### config.mk
export PLATFORM = sky130hd
export DESIGN_NAME = program_loader
export DESIGN_NICKNAME = d
export VERILOG_FILES = /design/src/rtl/program_loader_pkg.sv /design/src/rtl/program_loader_checksum.sv /design/src/rtl/program_loader.sv
export SDC_FILE = /design/constraint.sdc
export NUM_CORES = 1
export LEC_CHECK = 0
export CAP_MARGIN = 20
export CORE_MARGIN = 2
export CORE_UTILIZATION = 49
export CTS_BUF_LIST = sky130_fd_sc_hd__clkbuf_4 sky130_fd_sc_hd__clkbuf_8
export DETAILED_ROUTE_END_ITERATION = 8
export PLACE_DENSITY_LB_ADDON = 0.15
export SKIP_CTS_REPAIR_TIMING = 1
export SLEW_MARGIN = 20
export SYNTH_ARGS = -nofsm -noshare
export SYNTH_HDL_FRONTEND = slang
export SYNTH_SLANG_ARGS = --single-unit
### constraint.sdc
create_clock -name clk -period 1.6 [get_ports clk]
set_input_delay 0.16 -clock clk [delete_from_list [all_inputs] [get_ports clk]]
set_output_delay 0.16 -clock clk [all_outputs]
set_load 0.01 [all_outputs]
### src/rtl/program_loader_pkg.sv
// program_loader_pkg
// Shared definitions for the program loader: the project-wide memory
// geometry defaults, the loader state encoding and the error codes
// reported on err_code.
package program_loader_pkg;

   // Project-wide memory geometry (same names and meaning as the core's pkg.v).
   localparam int ADDR_WIDTH       = 8;
   localparam int REG_WIDTH        = 8;
   localparam int INSTRUCTION_BASE = 16;
   localparam int MEM_DEPTH        = 256;

   typedef enum logic [2:0] {
      ST_IDLE   = 3'd0,
      ST_WRITE  = 3'd1,
      ST_FLUSH  = 3'd2,
      ST_VERIFY = 3'd3,
      ST_TAIL   = 3'd4,
      ST_CHECK  = 3'd5,
      ST_DONE   = 3'd6,
      ST_ERR    = 3'd7
   } state_t;

   localparam logic [1:0] ERR_NONE   = 2'd0;
   localparam logic [1:0] ERR_LEN    = 2'd1;
   localparam logic [1:0] ERR_VERIFY = 2'd2;

   // States in which a load is in progress.
   function automatic logic is_busy(input state_t s);
      return (s != ST_IDLE) && (s != ST_DONE) && (s != ST_ERR);
   endfunction

endpackage

### src/rtl/program_loader_checksum.sv
// byte_checksum
// Running modulo-2^DATA_WIDTH sum of bytes.
// Ports:
//   clk     clock
//   reset   synchronous active-high reset, clears the sum
//   clr     synchronous clear (start of a new load)
//   add_en  add din to the sum on this edge
//   din     byte to add
//   sum     current sum (registered)
module byte_checksum #(
   parameter int DATA_WIDTH = 8
) (
   input  logic                  clk,
   input  logic                  reset,
   input  logic                  clr,
   input  logic                  add_en,
   input  logic [DATA_WIDTH-1:0] din,
   output logic [DATA_WIDTH-1:0] sum
);

   logic [DATA_WIDTH-1:0] sum_reg;

   always_ff @(posedge clk) begin
      if (reset || clr) begin
         sum_reg <= '0;
      end else if (add_en) begin
         sum_reg <= sum_reg + din;
      end
   end

   assign sum = sum_reg;

endmodule

### src/rtl/program_loader.sv
// program_loader
// Fills the instruction region of memory from a byte stream while the CPU
// core is held in reset, then reads the region back and compares a read
// checksum against the write checksum.
// Ports:
//   clk       clock (phi2)
//   reset     synchronous active-high reset
//   start     load request, honoured only in IDLE/DONE/ERR
//   length    byte count, captured with start
//   s_valid   stream byte valid
//   s_data    stream byte
//   s_ready   loader accepts the stream byte this cycle
//   mem_we    memory write enable
//   mem_addr  memory address
//   mem_din   memory write data
//   mem_dout  memory read data, valid one cycle after mem_addr
//   cpu_hold  core held in reset, memory owned by the loader
//   busy      load in progress
//   done      one-cycle pulse on successful load
//   error     level, high in ERR
//   err_code  0 none, 1 length too large, 2 verify mismatch
//   checksum  sum of loaded bytes
// All outputs come straight from registers.
module program_loader
   import program_loader_pkg::*;
#(
   parameter int ADDR_WIDTH = program_loader_pkg::ADDR_WIDTH,
   parameter int DATA_WIDTH = program_loader_pkg::REG_WIDTH,
   parameter int BASE       = program_loader_pkg::INSTRUCTION_BASE,
   parameter int DEPTH      = program_loader_pkg::MEM_DEPTH
) (
   input  logic                  clk,
   input  logic                  reset,
   input  logic                  start,
   input  logic [ADDR_WIDTH-1:0] length,
   input  logic                  s_valid,
   input  logic [DATA_WIDTH-1:0] s_data,
   output logic                  s_ready,
   output logic                  mem_we,
   output logic [ADDR_WIDTH-1:0] mem_addr,
   output logic [DATA_WIDTH-1:0] mem_din,
   input  logic [DATA_WIDTH-1:0] mem_dout,
   output logic                  cpu_hold,
   output logic                  busy,
   output logic                  done,
   output logic                  error,
   output logic [1:0]            err_code,
   output logic [DATA_WIDTH-1:0] checksum
);

   localparam logic [ADDR_WIDTH-1:0] BASE_A   = ADDR_WIDTH'(BASE);
   localparam logic [ADDR_WIDTH-1:0] ADDR_ONE = ADDR_WIDTH'(1);
   // One extra bit so a capacity equal to 2^ADDR_WIDTH still compares correctly.
   localparam logic [ADDR_WIDTH:0]   CAP      = (ADDR_WIDTH+1)'(DEPTH - BASE);

   state_t                  state_reg, state_next;
   logic [ADDR_WIDTH-1:0]   count_reg, count_next;
   logic [ADDR_WIDTH-1:0]   len_reg, len_next;
   logic                    s_ready_reg, s_ready_next;
   logic                    mem_we_reg, mem_we_next;
   logic [ADDR_WIDTH-1:0]   mem_addr_reg, mem_addr_next;
   logic [DATA_WIDTH-1:0]   mem_din_reg, mem_din_next;
   logic                    cpu_hold_reg, cpu_hold_next;
   logic                    busy_reg, busy_next;
   logic                    done_reg, done_next;
   logic                    error_reg, error_next;
   logic [1:0]              err_code_reg, err_code_next;
   // High in the cycle after a read was issued, i.e. when mem_dout holds read data.
   logic                    rd_pend_reg, rd_pend_next;

   logic                    wr_clr, wr_add, rd_clr, rd_add;
   logic [DATA_WIDTH-1:0]   wr_sum, rd_sum;
   logic                    wr_accept;
   logic                    too_long;

   assign wr_accept = (state_reg == ST_WRITE) && s_valid && s_ready_reg;
   assign too_long  = {1'b0, length} > CAP;

   byte_checksum #(.DATA_WIDTH(DATA_WIDTH)) u_wr_sum (
      .clk    (clk),
      .reset  (reset),
      .clr    (wr_clr),
      .add_en (wr_add),
      .din    (s_data),
      .sum    (wr_sum)
   );

   byte_checksum #(.DATA_WIDTH(DATA_WIDTH)) u_rd_sum (
      .clk    (clk),
      .reset  (reset),
      .clr    (rd_clr),
      .add_en (rd_add),
      .din    (mem_dout),
      .sum    (rd_sum)
   );

   always_comb begin
      state_next    = state_reg;
      count_next    = count_reg;
      len_next      = len_reg;
      s_ready_next  = 1'b0;
      mem_we_next   = 1'b0;
      mem_addr_next = mem_addr_reg;
      mem_din_next  = mem_din_reg;
      cpu_hold_next = cpu_hold_reg;
      done_next     = 1'b0;
      error_next    = error_reg;
      err_code_next = err_code_reg;
      rd_pend_next  = 1'b0;
      wr_clr        = 1'b0;
      wr_add        = 1'b0;
      rd_clr        = 1'b0;
      rd_add        = 1'b0;

      case (state_reg)
         ST_IDLE, ST_DONE, ST_ERR: begin
            if (start) begin
               cpu_hold_next = 1'b1;
               error_next    = 1'b0;
               err_code_next = ERR_NONE;
               if (too_long) begin
                  // Rejected before any write; the previous checksum stays visible.
                  state_next    = ST_ERR;
                  error_next    = 1'b1;
                  err_code_next = ERR_LEN;
               end else begin
                  len_next   = length;
                  count_next = '0;
                  wr_clr     = 1'b1;
                  rd_clr     = 1'b1;
                  if (length == '0) begin
                     state_next = ST_CHECK;
                  end else begin
                     state_next   = ST_WRITE;
                     s_ready_next = 1'b1;
                  end
               end
            end
         end

         ST_WRITE: begin
            s_ready_next = 1'b1;
            if (wr_accept) begin
               mem_we_next   = 1'b1;
               mem_addr_next = BASE_A + count_reg;
               mem_din_next  = s_data;
               wr_add        = 1'b1;
               count_next    = count_reg + ADDR_ONE;
               if (count_reg + ADDR_ONE == len_reg) begin
                  s_ready_next = 1'b0;
                  state_next   = ST_FLUSH;
               end
            end
         end

         ST_FLUSH: begin
            // The last write is on the port this cycle; queue the first read
            // and count it as already issued.
            mem_addr_next = BASE_A;
            count_next    = ADDR_ONE;
            state_next    = ST_VERIFY;
         end

         ST_VERIFY: begin
            rd_pend_next = 1'b1;
            rd_add       = rd_pend_reg;
            if (count_reg == len_reg) begin
               state_next = ST_TAIL;
            end else begin
               mem_addr_next = BASE_A + count_reg;
               count_next    = count_reg + ADDR_ONE;
            end
         end

         ST_TAIL: begin
            rd_add     = rd_pend_reg;
            state_next = ST_CHECK;
         end

         ST_CHECK: begin
            if (wr_sum == rd_sum) begin
               state_next    = ST_DONE;
               done_next     = 1'b1;
               cpu_hold_next = 1'b0;
            end else begin
               state_next    = ST_ERR;
               error_next    = 1'b1;
               err_code_next = ERR_VERIFY;
            end
         end

         default: begin
            state_next = ST_IDLE;
         end
      endcase

      busy_next = is_busy(state_next);
   end

   always_ff @(posedge clk) begin
      if (reset) begin
         state_reg    <= ST_IDLE;
         count_reg    <= '0;
         len_reg      <= '0;
         s_ready_reg  <= 1'b0;
         mem_we_reg   <= 1'b0;
         mem_addr_reg <= '0;
         mem_din_reg  <= '0;
         cpu_hold_reg <= 1'b1;
         busy_reg     <= 1'b0;
         done_reg     <= 1'b0;
         error_reg    <= 1'b0;
         err_code_reg <= ERR_NONE;
         rd_pend_reg  <= 1'b0;
      end else begin
         state_reg    <= state_next;
         count_reg    <= count_next;
         len_reg      <= len_next;
         s_ready_reg  <= s_ready_next;
         mem_we_reg   <= mem_we_next;
         mem_addr_reg <= mem_addr_next;
         mem_din_reg  <= mem_din_next;
         cpu_hold_reg <= cpu_hold_next;
         busy_reg     <= busy_next;
         done_reg     <= done_next;
         error_reg    <= error_next;
         err_code_reg <= err_code_next;
         rd_pend_reg  <= rd_pend_next;
      end
   end

   assign s_ready  = s_ready_reg;
   assign mem_we   = mem_we_reg;
   assign mem_addr = mem_addr_reg;
   assign mem_din  = mem_din_reg;
   assign cpu_hold = cpu_hold_reg;
   assign busy     = busy_reg;
   assign done     = done_reg;
   assign error    = error_reg;
   assign err_code = err_code_reg;
   assign checksum = wr_sum;

endmodule

# ---- Yosys cells after proc, flatten, opt, wreduce, memory -nomap -nowiden
# Index checks and enable logic that the tools add are counted.
dict set report word_totals {
  in_bits 28
  word_cells 101
  register_bits 60
  out_inout_bits 32
}
dict set report op_classes {
  n_eq_ne 18
  order_cmp 1
  mux 41
  n_bitwise 2
  n_reduce_logical 20
  addsub 4
}
# cell n
set op_table {}
lappend op_table {{two-way mux 8 bit} 6}
lappend op_table {{one-hot mux 8 bit (4 select lines)} 1}
lappend op_table {{equality test 8 bit} 3}
lappend op_table {{one-hot mux 8 bit (3 select lines)} 1}
lappend op_table {{two-way mux 1 bit} 20}
lappend op_table {{two-way mux 3 bit} 6}
lappend op_table {{one-hot mux 3 bit (6 select lines)} 1}
lappend op_table {{adder 8 bit} 2}
lappend op_table {{equality test 3 bit (second input constant)} 4}
lappend op_table {{!= test 2 bit (second input constant)} 6}
lappend op_table {{AND reduction 3 bit} 4}
lappend op_table {{adder 5 x 8 -> 8 bit (first input constant)} 1}
lappend op_table {{adder 8 x 1 -> 8 bit (second input constant)} 1}
lappend op_table {{greater-than comparator 8 bit (second input constant)} 1}
lappend op_table {{zero test 8 bit} 1}
lappend op_table {{equality test 3 x 2 -> 1 bit (second input constant)} 2}
lappend op_table {{!= test 3 bit (second input constant)} 2}
lappend op_table {{one-hot mux 1 bit (2 select lines)} 3}
lappend op_table {{nonzero test 3 bit} 2}
lappend op_table {{AND reduction 5 bit} 1}
lappend op_table {{logical AND 1 bit} 4}
lappend op_table {{two-way mux 2 bit} 2}
lappend op_table {{one-hot mux 2 bit (2 select lines)} 1}
lappend op_table {{nonzero test 4 bit} 1}
lappend op_table {{other kinds (8)} 10}

# ---- Depth between registers and ports, before layout
# Gate-level depths: netlist of run 1.
dict set report logic_depth {
  word_depth 8
  depth_mapped 9
}

# ---- Cells and area by module
# From an unflattened synthesis of run 1, not the netlist that was laid out.
dict set report hier_totals {
  cells_unflattened 407
  area_unflattened_um2 3533.4
}
# mod area_each_um2 seq_area_each_um2 cells_each instances
set by_module_without_submodules {}
lappend by_module_without_submodules {program_loader 2333.5 880.8 267 1}
lappend by_module_without_submodules {{byte_checksum at u_wr_sum} 609.3 160.2 71 1}
lappend by_module_without_submodules {{byte_checksum at u_rd_sum} 590.6 160.2 69 1}

# ---- Worst setup path before layout of run 1
# OpenSTA, ideal clock, no wires.
dict set report synth_timing {
  path_type {reg-to-reg}
  startpoint {register u_rd_sum.sum_reg[1], in the netlist u_rd_sum.sum[1]}
  endpoint {register u_rd_sum.sum_reg[7], in the netlist u_rd_sum.sum[7]}
  path_slack_ps -189
  path_stages_with_launch 8
  t_arrival_ps 1719
  setup_time_ps 70
  cell_sequence {dfxtp_1 ha_1 a21oi_1 o211ai_1 o41ai_1 xor2_1 or3_1 a21oi_1}
}
dict set report synth_via {
  elab_chain_cells 1
}
# element line_no
set synth_lines {}
lappend synth_lines {{start, declared} program_loader_checksum.sv:21} ;# logic [DATA_WIDTH-1:0] sum_reg;
lappend synth_lines {{start signal, assigned} program_loader_checksum.sv:27} ;# sum_reg <= sum_reg + din;
lappend synth_lines {{adder 8 bit} program_loader_checksum.sv:27}
# No other way between the ends.
# A chain may end at the register's enable or synchronous reset.

# ---- Final worst setup path of run 1
dict set report layout_timing {
  startpoint {register count_reg[0]}
  endpoint {register mem_addr_reg[5], in the netlist mem_addr[5]}
}
dict set report layout_via {
  elab_chain_cells 3
  elab_cells_between_ends 7
  classes_between {1 x add/sub; 2 x eq/ne; 3 x mux; 1 x reduce/logical}
}
# element line_no
set layout_lines {}
lappend layout_lines {{start, declared} program_loader.sv:57} ;# logic [ADDR_WIDTH-1:0] count_reg, count_next;
lappend layout_lines {{start signal, assigned} program_loader.sv:217} ;# count_reg <= count_next;
lappend layout_lines {{adder 5 x 8 -> 8 bit / equality test 8 bit (equally long branches)} {program_loader.sv:145, program_loader.sv:170, program_loader.sv:167}}
lappend layout_lines {{two-way mux 8 bit (tied with other cells)} program_loader.sv:167} ;# if (count_reg == len_reg) begin
lappend layout_lines {{one-hot mux 8 bit (3 select lines) / AND reduction 3 bit (equally long branches)} -}
lappend layout_lines {{end signal, assigned} program_loader.sv:221} ;# mem_addr_reg <= mem_addr_next;
lappend layout_lines {{end, declared} program_loader.sv:61} ;# logic [ADDR_WIDTH-1:0] mem_addr_reg, mem_addr_next;
# Several ways; a longest one is shown, not always the timed one. The select of a mux whose other input is x is not followed.

==> results.ini, run 1 <==
[status]
status=complete, but fails checks
violations=setup timing

[setup_path]
cp-end-kind=flip-flop
critPathKind=reg2reg
slowest_delay_ns=0.37
rrSetupSlack_ns=-0.27
cp_slowest_cell=dfxtp_4
crit_chain=xnor2_1, nand4_1, nor2b_4, a311o_2, nand2_2, a21oi_2
crit_fanout=7
critPathArrivalTime_ns=2.15
crit_required_ns=1.89
startpoint_type=flip-flop

[timing]
final.period_utilization_pct=117
grt_setup_unrepaired=true
max_freq_mhz=536
timing.hold.ws_ns=0.133
setup_viol=28
fin_skew_ns=0.00603
post-route-min-period_ns=1.87
slew_viol_final=0
slew_headroom_pct=65.9
finalHoldViolations=0
fin_ws_ns=-0.266
worst_pin_slew_ns=0.511

[floorplanning]
io_pins=60
dieArea_sq_um=7520
num_rows=30
design.core.area_sq_um=6720
dieHeight_microns=86.7
initial_utilization_pct=49.9
die_width_microns=86.7

[flow_run]
drv_cap=0

[detailed_routing]
vias=3752
viasPerCell=5.81
wire_per_inst_microns=17.7
drc=0
ant_nets=0
dr.pass1.iters=5
drtIter0Drc=309
routed_wl_microns=11400

[final_layout]
area_growth_pct=65.6
drive_gt1_share_pct=38.9
finalNetCount=607
num-fill-cells=402
n_antenna_cell=0

[min_path]
worst_hold_path_type=in2reg

[yosys]
synth_top_area_cell=dfxtp_1
yosysTopAreaCellShare_pct=35.8
ys_ff_latch=60
synthArstFlopShare_pct=0
syn_area_sq_um=3350
syn-instance-count=399
avgSynthCellArea_sq_um=8.41
yosysMostFrequentCell=dfxtp_1
synth.yosys.seq_area_share_pct=35.8
syn_nets=445
synthTopCellsByArea=dfxtp_1, a21oi_1, ha_1, xnor2_1, nand2_1
synth_common_cells=dfxtp_1, nand2_1, a21oi_1
ys_warn_count=0
synth_enable_flop_cells=0
synth_cell_types=53
ys.flop_type=dfxtp_1

[global_route]
grt_pass1_wl_microns=15800
grt_antenna_before_repair=0
grt_pass1_vias=3465
grt_max_degree=25
track_usage_pct=26.9
grt_overflow=0

[clocking]
cts-root-buf=clkbuf_8
htreeDepth=3
cts_sinks=60
cts.clk_slew.worst_paths_ns=0.07
cts_max_path_buffers=2
cts_tree=built
clk_latency_ns=0.36
cts_made_buffers=9

[power]
power.density_nw_per_um2=779
total_power_uw=4330
max-vdd-ir-drop_mv=0.557
p_leak_uw=0.00225

[place]
place_ws_ns=-0.538
dp_hpwl_microns=7150
port_buffers=59
finalWeightedCongestion=0.926

worst max-delay path, delay by kind of cell (launching register included):
| family | cells | cell delay, ns |
|---|---|---|
| xor+xnor | 1 | 0.29 |
| simple gates | 3 | 0.63 |
| flops | 1 | 0.37 |
| compound gates | 2 | 0.50 |
per-stage QoR:
step	instances	util [%]	TNS [ns]	instance area (sq um)
after floorplan	399	-	-0.0968	3580
after global placement	611	72.6	-16.58	4880
after detailed placement	611	72.6	-18.53	4880
after CTS	627	76.1	-5.53	5120
after global routing	646	82.7	-6.80	5560
final	646	82.7	-4.68	5560
kinds of logic after synthesis:
kind of cell / count (synthesis) / synth area share, %
AOI/OAI and AO/OA: 97 / 18.4
xor gates and xnor gates: 32 / 8.58
adders and majority gates: 18 / 7.16
buffers and inverters: 32 / 4.21
DFF: 60 / 35.8
muxes: 13 / 3.88
and+or+nand+nor: 147 / 21.9
placed cells by master, fill, tap and decap left out, types with 7 or more instances in the layout:
cell type and instances:
a21oi_1 28, mux2i_1 12, ha_4 10, clkbuf_8 9, o21ai_2 7, buf_4 103
nand2_1 41, xor2_1 7, dfxtp_1 44, dfxtp_2 10, clkdlybuf4s50_1 54, nor2_1 34
nand4_1 9, buf_6 7, nor3_1 7, inv_1 10, nand3_1 13, a21oi_2 10
xnor2_1 20
path summary, 6_finish.rpt:
check,startpoint,end,depth (start not counted)
max,count_reg[0],mem_addr[5],6
min,s_data[0],mem_din[0],3
max reg2reg,count_reg[0],mem_addr[5],6
min reg2reg,mem_din[4],mem_din[4],2
power breakdown:
group          leakage, uW  internal [uW]  total (uW)  switching, uW
logic              0.00164            530        1050            515
clock network     0.000115           1030        1690            658
registers         0.000495           1540        1600           53.9
total              0.00225           3100        4330           1230
cell type report:
class / count / area, sq um / area share (%)
clock buffers: 9 / 124 / 2.23
clock inverters: 7 / 115 / 2.07
inverters: 12 / 45.0 / 0.811
multi-input cells: 308 / 2460 / 44.3
flip-flops and latches: 60 / 1240 / 22.3
well taps: 80 / 100 / 1.80
repair buffers: 170 / 1480 / 26.6
per-layer routing:
layer | vias to the layer above | GRT usage [%] | routed length [microns]
met5 | - | 0 | 0
met3 | 56 | 6.29 | 684
met4 | 0 | 11.8 | 483
met1 | 1774 | 30.3 | 4260
met2 | 179 | 48.0 | 6000
li1 | 1743 | - | -
(Power assumes the default switching activity.)
==> inputs of run 2 (changes only) <==
--- a/config.mk
+++ b/config.mk
@@ -11,8 +11,10 @@
 export CTS_BUF_LIST = sky130_fd_sc_hd__clkbuf_4 sky130_fd_sc_hd__clkbuf_8
 export DETAILED_ROUTE_END_ITERATION = 8
 export PLACE_DENSITY_LB_ADDON = 0.15
+export SETUP_SLACK_MARGIN = 0.2
 export SKIP_CTS_REPAIR_TIMING = 1
 export SLEW_MARGIN = 20
 export SYNTH_ARGS = -nofsm -noshare
 export SYNTH_HDL_FRONTEND = slang
 export SYNTH_SLANG_ARGS = --single-unit
+export TNS_END_PERCENT = 10
==> run 2 against run 1 <==
The flow still finishes with violations (setup timing). Largest power group is now sequential cells. Clock skew increased by 0.0013 ns. Cell area decreased by 3.5%. Global-route usage decreased by 1.0 points. Via count decreased by 7.0%. Critical path type unchanged. Non-clock buffer count decreased by 12. Utilization decreased by 2.9 points. Highest routed layer unchanged. Maximum frequency increased by 3.0%. Largest cell class unchanged. Clock power decreased by 24%.
==> results.ini, run 2 (synthesis results as in run 1) <==
[global_route]
grt_pass1_vias=3324  ; -4.1%
grtUsageMet2_pct=45.0  ; -3.0 points
grt_overflow=0  ; unchanged
use_met1_pct=30.2  ; -0.11 points
met3_usage_pct=5.43  ; -0.86 points
grt_pass1_wl_microns=15100  ; -4.4%
grt_antenna_before_repair=0  ; unchanged
track_usage_pct=25.8  ; -1.0 points
top_usage_layer=met2
grt_max_degree=19  ; -24%

[final_layout]
finalInstanceArea_sq_um=5360  ; -3.5%
stdcell_count=634  ; -1.9%
final_cell_mix=buf_4, nand2_1, dfxtp_1, nor2_1, a21oi_1
layout_commonest_cell=buf_4
fin_util_pct=79.8  ; -2.9 points
finalNetCount=595  ; -2.0%
drive_gt1_share_pct=34.8  ; -4.0 points
n_antenna_cell=0  ; unchanged
area_growth_pct=59.8
num-fill-cells=414  ; +3.0%

[timing]
fin_ws_ns=-0.212  ; +0.0537 ns
final.period_utilization_pct=113  ; -3.4 points
worst_pin_slew_ns=0.482  ; -0.0296 ns
post-route-min-period_ns=1.81  ; -0.0537 ns
fin_skew_ns=0.00733  ; +0.00130 ns
slew_headroom_pct=67.9  ; +2.0 points
finalHoldViolations=0  ; unchanged
grt_setup_unrepaired=true
setup_viol=24  ; -14%
max_freq_mhz=552  ; +3.0%
slew_viol_final=0  ; unchanged

[power]
p_leak_uw=0.00259  ; +15%
max-vdd-ir-drop_mv=0.478  ; -14%
power.density_nw_per_um2=723  ; -7.3%
total_power_uw=3870  ; -11%

[setup_path]
startpoint_type=flip-flop
crit_fanout=6  ; -1
critPathArrivalTime_ns=2.04  ; -0.11 ns
critPathKind=reg2reg
crit_required_ns=1.83  ; -0.06 ns
cp-end-kind=flip-flop

[clocking]
cts-root-buf=clkbuf_8
cts_tree=built
clk_latency_ns=0.35  ; about the same
cts_made_buffers=9  ; unchanged
cts.clk_slew.worst_paths_ns=0.07  ; about the same
htreeDepth=3  ; unchanged
cts_sinks=60  ; unchanged
cts_max_path_buffers=2  ; unchanged

[place]
finalWeightedCongestion=1.01  ; +9.4%
dp_hpwl_microns=7120  ; -0.37%
dp_cells=613  ; +0.33%
place_area_sq_um=4870  ; -0.15%
place_ws_ns=-0.546  ; -0.00830 ns
port_buffers=59  ; unchanged

[detailed_routing]
ant_nets=0  ; unchanged
wire_per_inst_microns=16.0  ; -9.4%
drc=0  ; unchanged
viasPerCell=5.50  ; -5.3%
drtIter0Drc=240  ; -22%
routed_wl_microns=10200  ; -11%
vias=3488  ; -7.0%
dr.pass1.iters=4  ; -1

[floorplanning]
dieArea_sq_um=7520  ; unchanged
io_pins=60  ; unchanged
initial_utilization_pct=49.9  ; unchanged
die_width_microns=86.7  ; unchanged
design.core.area_sq_um=6720  ; unchanged
num_rows=30  ; unchanged
dieHeight_microns=86.7  ; unchanged

[status]
violations=setup timing
status=complete, but fails checks

[flow_run]
drv_cap=0  ; unchanged

[min_path]
worst_hold_path_type=in2reg

==> run 2: power breakdown <==
part           switching [uW]  internal [uW]  total, uW
sequential               49.6           1550       1600
clock                     596            694       1290
combinational             474            512        986
total                    1120           2750       3870
==> run 2: worst paths after layout <==
path	depth (start not counted)	end	slack [ns]	startpoint
worst max register to register	8	busy	-0.21	count_reg[1]
worst max-delay path	8	busy	-0.21	count_reg[1]
worst min-delay path	3	mem_din[0]	0.15	s_data[0]
worst min register to register	2	err_code[1]	0.45	err_code[1]
==> run 2: cell type report <==
| cell class | instances | area, sq um | share of cell area (%) |
|---|---|---|---|
| Clock buffer | 14 | 174 | 3.25 |
| Clock inverter | 2 | 10.0 | 0.187 |
| Inverter | 12 | 45.0 | 0.841 |
| Multi-Input combinational cell | 308 | 2340 | 43.7 |
| Sequential cell | 60 | 1240 | 23.2 |
| Tap cell | 80 | 100 | 1.87 |
| Timing Repair Buffer | 158 | 1450 | 27.0 |
==> run 2: through the flow <==
step | TNS, ns | hold slack [ns]
6_report | -4.06 | 0.148
3_5_place_dp | -17.80 | 0.446
2_1_floorplan | -0.207 | 0.296
4_1_cts | -5.27 | 0.400
3_3_place_gp | -17.24 | 0.442
5_1_grt | -6.12 | 0.144
==> run 2: critical path, cell delays in order (launching register included) <==
cell      delay, ns
dfxtp_4        0.37
xor2_1         0.15
nor4_1         0.27
buf_4          0.17
nor2b_4        0.24
buf_4          0.15
nand2_1        0.06
a31oi_2        0.18
a211oi_1       0.10
==> run 2: metal layers <==
| layer | share of wire, % | up-vias | wire, microns |
|---|---|---|---|
| met3 | 6.2 | 23 | 625 |
| li1 | - | 1726 | - |
| met2 | 52 | 112 | 5270 |
| met1 | 39 | 1627 | 3990 |
| met5 | 0 | - | 0 |
| met4 | 2.7 | 0 | 272 |
==> inputs of run 3 (changes only) <==
--- a/config.mk
+++ b/config.mk
@@ -6,10 +6,10 @@
 export NUM_CORES = 1
 export LEC_CHECK = 0
 export CAP_MARGIN = 20
-export CORE_MARGIN = 2
 export CORE_UTILIZATION = 49
 export CTS_BUF_LIST = sky130_fd_sc_hd__clkbuf_4 sky130_fd_sc_hd__clkbuf_8
 export DETAILED_ROUTE_END_ITERATION = 8
+export MAX_ROUTING_LAYER = met4
 export PLACE_DENSITY_LB_ADDON = 0.15
 export SETUP_SLACK_MARGIN = 0.2
 export SKIP_CTS_REPAIR_TIMING = 1
==> run 3 against run 2 <==
The run still ends with setup timing left. Utilization rose by 1.2 points. Count of clock-buffer cells in the layout did not move. Non-clock buffer count fell by 3. Die area fell by 4.6%. Worst setup slack improved by 0.0082 ns. Routed wire length fell by 5.2%. Critical path type unchanged. Critical endpoint is now mem_addr[2].
==> results.ini, run 3 (synthesis results as in run 1) <==
[global_route]
grt_pass1_wl_microns=15200  ; +0.46%
grt_antenna_before_repair=0  ; unchanged
grt_max_degree=19  ; unchanged
grt_overflow=0  ; unchanged
grt_pass1_vias=3334  ; +0.30%
track_usage_pct=27.5  ; +1.7 points

[clocking]
cts_tree=built
clk_latency_ns=0.35  ; about the same
cts.clk_slew.worst_paths_ns=0.07  ; about the same
cts-root-buf=clkbuf_8
cts_sinks=60  ; unchanged
cts_made_buffers=9  ; unchanged
cts_max_path_buffers=2  ; unchanged
htreeDepth=3  ; unchanged

[timing]
slew_viol_final=0  ; unchanged
final.period_utilization_pct=113  ; -0.51 points
setup_viol=25  ; +4.2%
fin_skew_ns=0.00902  ; +0.00169 ns
fin_ws_ns=-0.204  ; +0.00816 ns
max_freq_mhz=554  ; +0.45%
worst_pin_slew_ns=0.572  ; +0.0905 ns
grt_setup_unrepaired=true
finalHoldViolations=0  ; unchanged
post-route-min-period_ns=1.80  ; -0.00816 ns
slew_headroom_pct=61.7  ; -6.2 points

[setup_path]
crit_chain=xor2_2, nor4_1, buf_4, nor2b_4, a311o_2, nand2_1, a21oi_1
crit_fanout=7  ; +1
critPathArrivalTime_ns=2.07  ; +0.03 ns
cp-end-kind=flip-flop
cp_top_family=simple AND/OR/NAND/NOR gates
critPathBufInv=1  ; -1
crit_required_ns=1.87  ; +0.04 ns
slowest_delay_ns=0.34  ; -0.03 ns
cp_slowest_cell=dfxtp_2
critPathKind=reg2reg
startpoint_type=flip-flop

[floorplanning]
design.core.area_sq_um=6490  ; -3.3%
die_width_microns=84.7  ; -2.3%
initial_utilization_pct=51.6  ; +1.7 points
dieHeight_microns=84.7  ; -2.3%
num_rows=29  ; -3.3%
dieArea_sq_um=7180  ; -4.6%
io_pins=60  ; unchanged

[final_layout]
regArea_sq_um=1230  ; -1.1%
drive_gt1_share_pct=32.2  ; -2.7 points
layout_commonest_cell=buf_4
stdcell_count=627  ; -1.1%
multi_input_area_sq_um=2290  ; -2.2%
final_cell_mix=buf_4, dfxtp_1, nand2_1, a21oi_1, nor2_1
finalNetCount=591  ; -0.67%
n_antenna_cell=0  ; unchanged
area_growth_pct=56.7
num-fill-cells=419  ; +1.2%

[detailed_routing]
viasPerCell=5.52  ; +0.30%
drc=0  ; unchanged
drtIter0Drc=185  ; -23%
vias=3460  ; -0.80%
wire_per_inst_microns=15.4  ; -4.2%
dr.pass1.iters=6  ; +2
ant_nets=0  ; unchanged
routed_wl_microns=9630  ; -5.2%

[power]
max-vdd-ir-drop_mv=0.561  ; +17%
pwr-share-clk_pct=33.6  ; +0.3 points
switchingPower_uw=1080  ; -3.8%
total_power_uw=3760  ; -2.8%
power.density_nw_per_um2=716  ; -0.92%
p_leak_uw=0.00259  ; -0.11%
swShare_pct=28.6  ; -0.30 points
combPwrFrac_pct=23.9  ; -1.6 points
p_int_uw=2690  ; -2.4%
seqPwrFrac_pct=42.5  ; +1.3 points

[status]
violations=setup timing
status=complete, but fails checks

[place]
dp_hpwl_microns=7060  ; -0.86%
finalWeightedCongestion=0.930  ; -8.2%
dp_cells=608  ; -0.82%
port_buffers=59  ; unchanged

[min_path]
worst_hold_path_type=in2reg

[flow_run]
drv_cap=0  ; unchanged

## run 3: cell types whose count changed in the layout (fill, tap and decap cells not counted), moves of 3 or more
cell | previous run | this run
clkdlybuf4s50_1 | 30 | 27
dlymetal6s2s_1 | 29 | 32
buf_6 | 5 | 1
dfxtp_1 | 38 | 45
o21ai_0 | 7 | 10
dfxtp_2 | 17 | 12
## run 3: final cells by class
type	count	area share (%)
multi-input cells	307	43.6
repair buffers	155	27.0
flip-flops and latches	60	23.3
clock buffers	14	3.19
well taps	77	1.83
inverters	12	0.857
clock inverters	2	0.190
## run 3: worst reg2reg max path, cell delays in order (launching register included)
cell and delay, ns:
dfxtp_2 0.34, xor2_2 0.18, nor4_1 0.26, buf_4 0.16
nor2b_4 0.23, a311o_2 0.33, nand2_1 0.09, a21oi_1 0.14
## run 3: worst paths after layout
path / startpoint / to / slack [ns] / depth (start not counted)
setup / recovery: len_reg[5] / mem_addr[2] / -0.20 / 7
hold / removal: s_data[1] / mem_din[1] / 0.15 / 3
setup reg to reg: len_reg[5] / mem_addr[2] / -0.20 / 7
hold reg to reg: mem_din[4] / mem_din[4] / 0.45 / 2
## run 3: routing by layer
metal,routed length (microns),vias up,GRT usage (%)
li1,-,1704,-
met1,4090,1642,31.6
met2,4970,90,47.5
met3,387,24,6.10
met4,179,0,9.24
met5,0,-,-
## run 3: power by group through the flow
stage / sequential, uW / clock (uW) / combinational, uW
2_1_floorplan: 1630 / 0 / 429
3_3_place_gp: 1630 / 0 / 838
3_5_place_dp: 1630 / 0 / 858
4_1_cts: 1590 / 1280 / 863
5_1_grt: 1600 / 1360 / 972
6_report: 1600 / 1260 / 900
## run 3: per-stage QoR
step | util, % | area [sq um] | setup TNS (ns) | hold WS, ns | worst slack [ns]
global placement | 74.7 | 4850 | -15.55 | 0.437 | -0.504
CTS | 77.4 | 5030 | -4.92 | 0.408 | -0.355
finish | 80.9 | 5260 | -3.27 | 0.154 | -0.204
floorplan | - | 3560 | -0.207 | 0.296 | -0.0673
global route | 80.9 | 5260 | -6.03 | 0.165 | -0.331
detailed placement | 74.7 | 4850 | -16.22 | 0.446 | -0.530
